[src/rtl/uart_tx_serializer.sv]
// -----------------------------------------------------------------------------
// uart_tx_serializer
//
// Data-path stage of the UART transmitter. A load (DATA_VALID while the TX FSM
// is idle) captures the parallel byte, computes the frame parity bit and latches
// the parity enable. The byte is then presented one bit per CLK while ser_en is
// high. The first ser_en cycle after a load belongs to the start bit and does
// not shift; DATA_WIDTH data cycles follow, with ser_done on the last one.
// A DATA_VALID that arrives while Busy is high raises a one-cycle ovr_err and
// leaves the frame in flight untouched.
//
// Build option:
//   UART_TX_MSB_FIRST_EN  defined   -> shift left, ser_data = MSB (MSB first)
//                         undefined -> shift right, ser_data = LSB (standard)
//
// Ports:
//   CLK         in   TX bit clock, one UART bit per cycle
//   RST         in   asynchronous reset, active low
//   P_DATA      in   parallel data, sampled only on a load
//   DATA_VALID  in   load request for P_DATA
//   Busy        in   high while the TX FSM has a frame in flight
//   ser_en      in   shift enable from the TX FSM
//   PAR_EN      in   parity enable, sampled on load
//   PAR_TYP     in   parity type (0 even, 1 odd), sampled on load
//   ser_data    out  data bit currently on the line
//   ser_done    out  last data bit is being presented
//   par_bit     out  parity bit of the captured byte (0 when parity disabled)
//   ovr_err     out  one-cycle overrun pulse
// -----------------------------------------------------------------------------
module uart_tx_serializer #(
    parameter int DATA_WIDTH = 8
) (
    input  logic                  CLK,
    input  logic                  RST,
    input  logic [DATA_WIDTH-1:0] P_DATA,
    input  logic                  DATA_VALID,
    input  logic                  Busy,
    input  logic                  ser_en,
    input  logic                  PAR_EN,
    input  logic                  PAR_TYP,
    output logic                  ser_data,
    output logic                  ser_done,
    output logic                  par_bit,
    output logic                  ovr_err
);

    localparam int CNT_W = (DATA_WIDTH > 1) ? $clog2(DATA_WIDTH) : 1;
    localparam logic [CNT_W-1:0] LAST_IDX = CNT_W'(DATA_WIDTH - 1);

    logic [DATA_WIDTH-1:0] shift_reg;
    logic [DATA_WIDTH-1:0] shift_next;
    logic [CNT_W-1:0]      cnt_reg;
    logic                  start_seen_reg;
    logic                  par_calc_reg;
    logic                  par_en_reg;
    logic                  ovr_err_reg;

    logic load;
    logic done;

    assign load = DATA_VALID & ~Busy;
    assign done = ser_en & (cnt_reg == LAST_IDX);

`ifdef UART_TX_MSB_FIRST_EN
    assign shift_next = {shift_reg[DATA_WIDTH-2:0], 1'b0};
    assign ser_data   = shift_reg[DATA_WIDTH-1];
`else
    assign shift_next = {1'b0, shift_reg[DATA_WIDTH-1:1]};
    assign ser_data   = shift_reg[0];
`endif

    assign ser_done = done;
    // Parity is computed unconditionally at load; the latched enable masks it.
    assign par_bit  = par_en_reg & par_calc_reg;
    assign ovr_err  = ovr_err_reg;

    always_ff @(posedge CLK or negedge RST) begin
        if (!RST) begin
            shift_reg      <= '0;
            cnt_reg        <= '0;
            start_seen_reg <= 1'b0;
            par_calc_reg   <= 1'b0;
            par_en_reg     <= 1'b0;
            ovr_err_reg    <= 1'b0;
        end else begin
            ovr_err_reg <= DATA_VALID & Busy;

            if (load) begin
                // Load wins over a shift on the same edge.
                shift_reg      <= P_DATA;
                cnt_reg        <= '0;
                start_seen_reg <= 1'b0;
                par_en_reg     <= PAR_EN;
                par_calc_reg   <= PAR_TYP ? ~^P_DATA : ^P_DATA;
            end else if (ser_en) begin
                if (!start_seen_reg) begin
                    // Start-bit cycle: arm the shifter, keep the first bit.
                    start_seen_reg <= 1'b1;
                end else begin
                    shift_reg <= shift_next;
                    if (done) begin
                        // Wrap so a lingering ser_en never overruns the count;
                        // the next ser_en cycle is treated as a new start bit.
                        cnt_reg        <= '0;
                        start_seen_reg <= 1'b0;
                    end else begin
                        cnt_reg <= cnt_reg + 1'b1;
                    end
                end
            end
        end
    end

endmodule

[config.mk]
export PLATFORM = sky130hd
export DESIGN_NAME = uart_tx_serializer
export DESIGN_NICKNAME = d
export VERILOG_FILES = /design/src/rtl/uart_tx_serializer.sv
export SDC_FILE = /design/constraint.sdc
export NUM_CORES = 1
export LEC_CHECK = 0
export ABC_AREA = 1
export CAP_MARGIN = 10
export CORE_UTILIZATION = 40
export DETAILED_ROUTE_END_ITERATION = 10
export DONT_BUFFER_PORTS = 1
export HOLD_SLACK_MARGIN = 0.03
export PLACE_DENSITY = 0.63
export RECOVER_POWER = 100
export SLEW_MARGIN = 10
export SYNTH_ARGS = -nofsm -noshare
export SYNTH_HDL_FRONTEND = slang
export SYNTH_SLANG_ARGS = --single-unit
[constraint.sdc]
create_clock -name CLK -period 1.2 [get_ports CLK]
set_input_delay 0.12 -clock CLK [delete_from_list [all_inputs] [get_ports CLK]]
set_output_delay 0.12 -clock CLK [all_outputs]
set_load 0.02 [all_outputs]
==> results.sh <==
export IMPL_status="finished, violations left"
export IMPL_violations="setup timing"
export IMPL_ctsHoldBuffers=10
export IMPL_final_antenna_net_count=0
export IMPL_first_iter_violations=20
export IMPL_synth_area_um2=835
export IMPL_drc=0
export IMPL_nNetsFinal=136
export IMPL_clock_path_buffers=2
export IMPL_maxCapViolations=0
export IMPL_syn2layout_area_growth_pct=29.4
export IMPL_worstMarginPinSlew_ps=683
export IMPL_netlist_instances=99
export IMPL_die_h_um=47.7
export IMPL_drive_above_1_share=0.195
export IMPL_largest_reg_flops=8
export IMPL_crit_path_max_fanout=2
export IMPL_firstDrtPassIters=4
export IMPL_synth_top_cell_by_area="dfrtp_1"
export IMPL_cts_root_buffer="clkbuf_4"
export IMPL_fmax_ghz=0.731
export IMPL_path_buf_inv=2
export IMPL_antenna_found_initial=0
export IMPL_fin_crit_sh=1.14
export IMPL_clkTransAtPathRegs_ps=90
export IMPL_slew_headroom=0.543
export IMPL_holdWs_ps=21.4
export IMPL_place_congestion=0.726
export IMPL_dp_hpwl_mm=1.16
export IMPL_vias=699
export IMPL_cts_made_buffers=3
export IMPL_viasPerCell=4.82
export IMPL_crit_family="flip-flops"
export IMPL_worstHoldPathType="in -> reg"
export IMPL_cpMaxStageDelayCell="dfrtp_1"
export IMPL_multiInputGateArea_um2=403
export IMPL_htree_levels=1
export IMPL_place_area_um2=896
export IMPL_cts_sinks=15
export IMPL_path_cells="ha_2 -> ha_4 -> nand2_4 -> inv_4 -> buf_12"
export IMPL_io_pins=19
export IMPL_grt_pass1_vias=557
export IMPL_seq_area_um2=375
export IMPL_dieArea_um2=2270
export IMPL_routed_wl_mm=1.64
export IMPL_worst_ep_arrival_time_ps=1250
export IMPL_p_leak_nw=0.566
export IMPL_finalInstanceArea_um2=1080
export IMPL_syn_mean_instance_area_um2=8.43
export IMPL_postLayoutSetupSlackWorst_ps=-168
export IMPL_cp_end_kind="output port"
export IMPL_antennaDiodeCount=0
export IMPL_track_usage=0.155
export IMPL_synth_area_top_cells="dfrtp_1 45%, nand2_1 15%, inv_1 8.1%, o221ai_2 3.6%, o221ai_1 3.1%"
export IMPL_synth_top_area_share=0.450
export IMPL_fin_worst_skew_ps=6.38
export IMPL_die_w_um=47.7
export IMPL_io_buffers=0
export IMPL_grt_pass1_wl_mm=2.33
export IMPL_syn_nets=116
export IMPL_ys_ff_latch=15
export IMPL_grt_max_degree=16
export IMPL_grt_setup_unrepaired="true"
export IMPL_final_setup_viol_count=1
export IMPL_postLayoutCoreUtil=0.550
export IMPL_fin_crit_ps=1370
export IMPL_start_util=0.425
export IMPL_finalMaxSlewViolations=0
export IMPL_core_area_um2=1960
export IMPL_hold_violations=0
export IMPL_criticalPathCategory="reg -> out"
export IMPL_slowest_delay_ps=390
export IMPL_tritoncts="built"
export IMPL_synth_warning_count=0
export IMPL_start_kind="flop"
export IMPL_num_rows=16
export IMPL_grt_overflow_total=0
export IMPL_required_ps=1080
export IMPL_routedWlPerCell_um=11.3
export IMPL_fillers=184
export IMPL_synth_cell_type_count=20
export IMPL_insertion_delay_ps=280
export IMPL_ys_seq_area_frac=0.450
export IMPL_ir_drop_mv=0.574
export IMPL_powerDensity_nw_per_um2=1120
-- routing by layer --
metal | vias to the layer above | part of all wire | routed length (um) | global-route usage
met2 | 15 | 0.45 | 745 | 0.222
met5 | - | 0 | 0 | 0
met1 | 323 | 0.48 | 788 | 0.218
met3 | 4 | 0.048 | 79 | 0.0264
li1 | 357 | - | - | -
met4 | 0 | 0.015 | 24 | 0.0944
-- worst reg2reg max path, stage by stage (launching register included) --
cell and delay, ps:
dfrtp_1 390, ha_2 200, ha_4 170, buf_4 130, o31ai_4 160
-- cell type report --
type                       count  share of cell area
multi-input combinational     62               0.373
sequential                    15               0.348
timing repair buffer          15               0.139
inverter                      22              0.0834
tap                           27              0.0313
clock buffer                   3              0.0209
clock inverter                 1             0.00463
-- report_power, final --
part           switching [W]  internal, W
Sequential         0.0000446     0.000580
Clock               0.000154     0.000124
Combinational       0.000165     0.000146
-- cell families (layout without fill, tap and decap cells) --
group / after synthesis / after routing / share of synthesized area
buf+inv: 22 / 41 / 0.105
compound gates: 13 / 13 / 0.136
flops: 15 / 15 / 0.450
xor+xnor: 2 / 2 / 0.0210
fa+ha+maj: 2 / 2 / 0.0300
simple gates: 45 / 45 / 0.258
-- timing repair --
item / CTS / global route
endpoints found under the hold margin: 22 / 1
buffers inserted: 1 / 2
resized for setup: 5 / 3
setup endpoints to repair: 1 / 3
gates cloned: 0 / 0
pin swaps: 0 / 3
-- worst paths after layout --
check	from	endpoint	slack (ps)	cells past startpoint
worst max-delay path	cnt_reg[1]$_DFFE_PN0P_	ser_done	-170	5
max in group asynchronous	RST	shift_reg[1]$_DFFE_PN0P_	450	1
worst max register to register	cnt_reg[1]$_DFFE_PN0P_	cnt_reg[0]$_DFFE_PN0P_	70	4
worst min-delay path	ser_en	start_seen_reg$_DFFE_PN0P_	20	3
worst min register to register	start_seen_reg$_DFFE_PN0P_	start_seen_reg$_DFFE_PN0P_	460	1
min in group asynchronous	RST	ovr_err$_DFF_PN0_	310	1
-- per-stage QoR --
stage / TNS [ps] / setup slack (ps) / power, W / instances
5_1_grt: -220 / -220 / 0.00130 / 145
6_report: -168 / -168 / 0.00121 / 145
4_1_cts: -192 / -192 / 0.00121 / 143
2_1_floorplan: 0 / 30.8 / 0.000823 / 99
3_5_place_dp: 0 / 17.2 / 0.000876 / 128
3_3_place_gp: 0 / 44.7 / 0.000866 / 128
-- layout by cell type, fill, tap and decap left out, drive strengths merged --
cell type,n
nand2,35
o311ai,1
xnor2,2
buf,5
ha,2
o21ai,1
clkbuf,3
inv,22
o31ai,1
a22o,1
o22ai,2
clkinv,1
o221ai,5
a21oi,2
nand3,5
dlygate4sd3,10
dfrtp,15
nor2,5
-- synthesized netlist by cell type --
cell type,number
nand2_1,34
inv_1,18
dfrtp_1,15
nand3_1,5
inv_2,3
nor2_1,3
o221ai_1,3
a21oi_1,2
ha_1,2
o221ai_2,2
o22ai_1,2
xnor2_1,2
a22o_1,1
inv_6,1
nand2_8,1
nor2_4,1
nor2_8,1
o21ai_0,1
o311ai_0,1
o31ai_2,1
No activity file was read; power rests on OpenSTA's default activity.
